[src/rtl/button_pkg.sv]
// Shared constants, channel state type and counter-width helper for the button front end.
package button_pkg;

   localparam int unsigned MsPerSec = 1000;

   typedef enum logic [1:0] {
      StIdle,
      StPressed,
      StLong
   } ch_state_e;

   // Bits needed to hold 0..max_val, never less than one.
   function automatic int unsigned cnt_width(input int unsigned max_val);
      return (max_val < 2) ? 1 : $clog2(max_val + 1);
   endfunction

endpackage

[src/rtl/button_channel.sv]
// One button channel: 2-FF synchroniser, tick-based debounce, hold/repeat timing, pulse outputs.
module button_channel
   import button_pkg::*;
#(
   parameter int unsigned STABLE_MS = 10,
   parameter int unsigned LONG_MS   = 1000,
   parameter int unsigned REPEAT_MS = 200
) (
   input  logic clk_i,
   input  logic rst_i,
   input  logic tick_i,
   input  logic raw_i,
   output logic level_o,
   output logic pressed_o,
   output logic released_o,
   output logic long_o,
   output logic repeat_o
);

   localparam int unsigned DbW   = cnt_width(STABLE_MS);
   localparam int unsigned HoldW = cnt_width(LONG_MS);
   localparam int unsigned RepW  = cnt_width(REPEAT_MS);

   logic [1:0]       sync_q;
   ch_state_e        state_q, state_d;
   logic [DbW-1:0]   db_cnt_q, db_cnt_d;
   logic [HoldW-1:0] hold_cnt_q, hold_cnt_d;
   logic [RepW-1:0]  rep_cnt_q, rep_cnt_d;
   logic             level_q, level_d;
   logic             pressed_q, pressed_d;
   logic             released_q, released_d;
   logic             long_q, long_d;
   logic             repeat_q, repeat_d;
   logic             sync;
   logic             accept;

   assign sync   = sync_q[1];
   assign accept = tick_i && (sync != level_q) && (db_cnt_q == DbW'(STABLE_MS - 1));

   always_comb begin
      state_d    = state_q;
      db_cnt_d   = db_cnt_q;
      hold_cnt_d = hold_cnt_q;
      rep_cnt_d  = rep_cnt_q;
      level_d    = level_q;
      pressed_d  = 1'b0;
      released_d = 1'b0;
      long_d     = 1'b0;
      repeat_d   = 1'b0;

      if (sync == level_q) begin
         db_cnt_d = '0;
      end else if (tick_i) begin
         db_cnt_d = accept ? '0 : db_cnt_q + DbW'(1);
      end

      case (state_q)
         StIdle: begin
            if (accept) begin
               state_d   = StPressed;
               level_d   = 1'b1;
               pressed_d = 1'b1;
            end
         end
         StPressed, StLong: begin
            // An accepted release outranks a long/repeat terminal count on the same tick.
            if (accept) begin
               state_d    = StIdle;
               level_d    = 1'b0;
               released_d = 1'b1;
               hold_cnt_d = '0;
               rep_cnt_d  = '0;
            end else if (tick_i && state_q == StPressed) begin
               hold_cnt_d = hold_cnt_q + HoldW'(1);
               if (hold_cnt_q == HoldW'(LONG_MS - 1)) begin
                  long_d  = 1'b1;
                  state_d = StLong;
               end
            end else if (tick_i && REPEAT_MS != 0) begin
               if (rep_cnt_q == RepW'(REPEAT_MS - 1)) begin
                  repeat_d  = 1'b1;
                  rep_cnt_d = '0;
               end else begin
                  rep_cnt_d = rep_cnt_q + RepW'(1);
               end
            end
         end
         default: state_d = StIdle;
      endcase
   end

   always_ff @(posedge clk_i) begin
      if (rst_i) begin
         sync_q     <= '0;
         state_q    <= StIdle;
         db_cnt_q   <= '0;
         hold_cnt_q <= '0;
         rep_cnt_q  <= '0;
         level_q    <= 1'b0;
         pressed_q  <= 1'b0;
         released_q <= 1'b0;
         long_q     <= 1'b0;
         repeat_q   <= 1'b0;
      end else begin
         sync_q     <= {sync_q[0], raw_i};
         state_q    <= state_d;
         db_cnt_q   <= db_cnt_d;
         hold_cnt_q <= hold_cnt_d;
         rep_cnt_q  <= rep_cnt_d;
         level_q    <= level_d;
         pressed_q  <= pressed_d;
         released_q <= released_d;
         long_q     <= long_d;
         repeat_q   <= repeat_d;
      end
   end

   assign level_o    = level_q;
   assign pressed_o  = pressed_q;
   assign released_o = released_q;
   assign long_o     = long_q;
   assign repeat_o   = repeat_q;

endmodule

[src/rtl/button_bank.sv]
// Multi-channel button front end: shared 1 ms prescaler, polarity select, channel array.
module button_bank
   import button_pkg::*;
#(
   parameter int unsigned CLK_FREQ   = 50_000_000,
   parameter int unsigned NUM_CH     = 4,
   parameter int unsigned STABLE_MS  = 10,
   parameter int unsigned LONG_MS    = 1000,
   parameter int unsigned REPEAT_MS  = 200,
   parameter bit          ACTIVE_LOW = 1'b0
) (
   input  logic              clk,
   input  logic              rst,
   input  logic [NUM_CH-1:0] btn_raw,
   output logic [NUM_CH-1:0] btn_level,
   output logic [NUM_CH-1:0] btn_pressed,
   output logic [NUM_CH-1:0] btn_released,
   output logic [NUM_CH-1:0] btn_long,
   output logic [NUM_CH-1:0] btn_repeat
);

   localparam int unsigned TICK_DIV = CLK_FREQ / MsPerSec;
   localparam int unsigned DivW     = cnt_width(TICK_DIV - 1);

   logic [DivW-1:0]   div_q, div_d;
   logic              tick;
   logic [NUM_CH-1:0] raw_cond;

   assign tick     = (div_q == DivW'(TICK_DIV - 1));
   assign div_d    = tick ? '0 : div_q + DivW'(1);
   assign raw_cond = ACTIVE_LOW ? ~btn_raw : btn_raw;

   always_ff @(posedge clk) begin
      if (rst) begin
         div_q <= '0;
      end else begin
         div_q <= div_d;
      end
   end

   for (genvar i = 0; i < NUM_CH; i++) begin : g_ch
      button_channel #(
         .STABLE_MS(STABLE_MS),
         .LONG_MS  (LONG_MS),
         .REPEAT_MS(REPEAT_MS)
      ) u_ch (
         .clk_i     (clk),
         .rst_i     (rst),
         .tick_i    (tick),
         .raw_i     (raw_cond[i]),
         .level_o   (btn_level[i]),
         .pressed_o (btn_pressed[i]),
         .released_o(btn_released[i]),
         .long_o    (btn_long[i]),
         .repeat_o  (btn_repeat[i])
      );
   end

endmodule

[config.mk]
export PLATFORM = sky130hd
export DESIGN_NAME = button_bank
export DESIGN_NICKNAME = d
export VERILOG_FILES = /design/src/rtl/button_pkg.sv /design/src/rtl/button_channel.sv /design/src/rtl/button_bank.sv
export SDC_FILE = /design/constraint.sdc
export NUM_CORES = 1
export LEC_CHECK = 0
export ABC_AREA = 1
export CAP_MARGIN = 20
export CORE_AREA = 2 2 160 162
export DETAILED_ROUTE_END_ITERATION = 8
export DIE_AREA = 0 0 162 164
export SLEW_MARGIN = 5
export SYNTH_ARGS = -nofsm -noshare
export SYNTH_HDL_FRONTEND = slang
export SYNTH_SLANG_ARGS = --single-unit
[constraint.sdc]
create_clock -name clk -period 2.11 [get_ports clk]
set_input_delay 0.3165 -clock clk [delete_from_list [all_inputs] [get_ports clk]]
set_output_delay 0.3165 -clock clk [all_outputs]
set_load 0.02 [all_outputs]
==> results.sh <==
export IMPL_clkTransAtPathRegs_ns=0.06
export IMPL_async_flop_share=0
export IMPL_min_delay_start="g_ch[3].u_ch.sync_q[0]"
export IMPL_setup_viol=0
export IMPL_die_y_microns=164
export IMPL_synth_warnings=0
export IMPL_fmax_ghz=0.5271
export IMPL_finalMaxSlewViolations=0
export IMPL_cap_violations=0
export IMPL_reg2reg_from="div_q[0]"
export IMPL_timing_hold_ws_ns=0.4010
export IMPL_utilization=0.3463
export IMPL_crit_fanout=8
export IMPL_synth_flop_cell="dfxtp_1"
export IMPL_clockRootBuffer="clkbuf_16"
export IMPL_max_stage_delay_ns=0.35
export IMPL_final_setup_skew_ns=0.007919
export IMPL_postCtsHoldBufs=0
export IMPL_via_per_inst=4.498
export IMPL_clockBufferDepth=2
export IMPL_yosysSeqAreaShare=0.3836
export IMPL_yosysMostFrequentCell="nand2_1"
export IMPL_htreeDepth=4
export IMPL_initial_core_util=0.2944
export IMPL_cp_required_ns=2.46
export IMPL_grt_max_degree=34
export IMPL_clkSinkCount=140
export IMPL_synth_nets=1114
export IMPL_crit_chain="ha_1 > nand3_2 > nor2_4 > nand2_4 > buf_4 > a21oi_2 > nand2_2 > or2_0 > a21oi_1"
export IMPL_drtAntennaViolNets=0
export IMPL_vdd_drop_max_v=0.0006399
export IMPL_antenna_found_initial=0
export IMPL_r2r_slack_ns=0.21
export IMPL_worstPathArrival_ns=2.25
export IMPL_dp_cells=1417
export IMPL_end_kind="flop"
export IMPL_fin_cells=1454
export IMPL_gr_total_overflow=0
export IMPL_ys_ff_latch=140
export IMPL_fin_crit_sh=0.8992
export IMPL_dieArea_sq_um=26570
export IMPL_syn_area_per_cell_sq_um=6.771
export IMPL_grt_usage=0.1249
export IMPL_worst_setup_path_start_kind="flop"
export IMPL_area_growth_pct=17.64
export IMPL_power_total_uw=5774
export IMPL_crit_type="flop to flop"
export IMPL_portBuffers=25
export IMPL_clock_latency_ns=0.42
export IMPL_synth_area_leader_cell="dfxtp_1"
export IMPL_routedWlPerCell_microns=10.92
export IMPL_synth_area_leaders="dfxtp_1, nand2_1, inv_1, nor2_1, nand3_1"
export IMPL_cts_tree="built"
export IMPL_grt_pass1_vias=6098
export IMPL_rows=58
export IMPL_num_vias=6540
export IMPL_worst_hold_path_num_cells=2
export IMPL_synth_top_area_share=0.3836
export IMPL_power_density_nw_per_um2=671.8
export IMPL_die_w_microns=162
export IMPL_tightestPinTransition_ns=0.5252
export IMPL_hold_class="flop to flop"
export IMPL_drc=0
export IMPL_synth_edff_count=0
export IMPL_timing_hold_violations_final=0
export IMPL_coreArea_sq_um=24820
export IMPL_relSlewSlack=0.6483
export IMPL_dr_first_iter_drc_count=316
export IMPL_place_hpwl_microns=11470
export IMPL_leakage_uw=0.003434
export IMPL_r2r_end="g_ch[0].u_ch.hold_cnt_q[6]"
export IMPL_status="complete, no violations"
export IMPL_hold_end="g_ch[3].u_ch.sync_q[1]"
export IMPL_nets=1146
export IMPL_synthCells=1079
export IMPL_finalSetupTns_ns=0
export IMPL_cpMaxStageDelayCell="dfxtp_1"
export IMPL_drive_above_1_share=0.07740
export IMPL_gp_congestion=0.8241
export IMPL_ys_types=39
export IMPL_firstDrtPassIters=5
export IMPL_cts_buffers_inserted=17
export IMPL_netlist_area_sq_um=7306
export IMPL_ff2ff_path_depth=9
export IMPL_ios=26
export IMPL_grt_pass1_wl_microns=27430
export IMPL_synthTopCellsByCount="nand2_1, inv_1, dfxtp_1, nor2_1, nand3_1"
export IMPL_routed_wl_microns=15880
export IMPL_n_antenna_cell=0
export IMPL_final_min_clock_period_ns=1.897
layer usage:
metal	GRT usage	up-vias	part of all wire
met5	0	-	0
met4	0.04103	0	0.014
met3	0.03182	16	0.037
met2	0.2058	84	0.45
met1	0.1599	2950	0.50
li1	-	3490	-
stage by stage:
stage	setup slack [ns]	instance area (sq um)
4_1_cts	0.03028	8533
2_1_floorplan	0.4020	7306
3_5_place_dp	0.03730	7939
5_1_grt	-0.005930	8594
6_report	0.2127	8594
3_3_place_gp	0.1610	7939
timing repair:
item	in CTS	in global routing
endpoints found under the setup margin	0	60
resized for setup	0	7
setup buffers	0	5
worst max path at each step:
stage	startpoint	endpoint	slack, ns	cells after the start
2_1_floorplan	div_q[0]	g_ch[2].u_ch.hold_cnt_q[7]	0.40	9
3_3_place_gp	div_q[0]	g_ch[1].u_ch.rep_cnt_q[4]	0.16	8
3_5_place_dp	div_q[0]	g_ch[0].u_ch.hold_cnt_q[7]	0.04	10
4_1_cts	div_q[0]	g_ch[0].u_ch.hold_cnt_q[2]	0.03	11
5_1_grt	div_q[0]	g_ch[0].u_ch.hold_cnt_q[6]	-0.006	9
6_report	div_q[0]	g_ch[0].u_ch.hold_cnt_q[6]	0.21	9
critical path, delay by kind of cell (launching register included):
kind	cells	cell delay (ns)
AOI/OAI and AO/OA	2	0.28
adders and majority gates	1	0.21
and+or+nand+nor	5	0.80
buffers and inverters	1	0.19
DFF	1	0.35
sequential cells by signal, indices dropped and copies added (netlist names):
signal,count
g_ch.u_ch.released_o,4
g_ch.u_ch.pressed_o,4
g_ch.u_ch.rep_cnt_q,32
g_ch.u_ch.level_o,4
g_ch.u_ch.db_cnt_q,16
g_ch.u_ch.long_o,4
div_q,16
g_ch.u_ch.state_q,8
g_ch.u_ch.hold_cnt_q,40
g_ch.u_ch.repeat_o,4
g_ch.u_ch.sync_q,8
kinds of logic after synthesis:
logic type      after synthesis  share of synthesized area
flops                       140                     0.3836
xor+xnor                     15                    0.01798
simple gates                548                     0.3259
buf+inv                     202                     0.1165
fa+ha+maj                    29                    0.04967
compound gates              145                     0.1064
layout make-up:
cell class | instances | area (sq um)
Clock buffer | 19 | 452.9
Clock inverter | 13 | 141.4
Fill cell | 2629 | 16220
Inverter | 162 | 613.1
Multi-Input combinational cell | 737 | 3674
Sequential cell | 140 | 2803
Tap cell | 330 | 412.9
Timing Repair Buffer | 53 | 498.0
layout by cell type (no fill, tap or decap), types with 4 or more instances in the layout:
cell             netlist  layout
nand3b_1               5       5
nand3_1               79      78
inv_1                155     155
nor3_2                 4       5
xor2_1                13      13
nor4_1                 7       7
nor3b_1                7       7
or2_2                  4       4
o21bai_1               6       6
nand4_1               19      19
o21ai_0               50      49
buf_4                 23      25
dfxtp_1              140     140
nor3_1                25      24
o211ai_1               6       6
nand2_1              268     267
clkdlybuf4s50_1        0      25
clkinv_2               2       5
nor2_1               118     118
a21oi_1               76      75
ha_1                  29      29
clkbuf_16              0      17
power by group:
group          internal (uW)  leakage (uW)  switching [uW]
clock network           1810      0.000286            1190
logic                   42.4       0.00202            74.5
registers               2660       0.00113            6.11
total                   4500       0.00343            1270
Note: power is estimated with default switching activity, not from simulation.
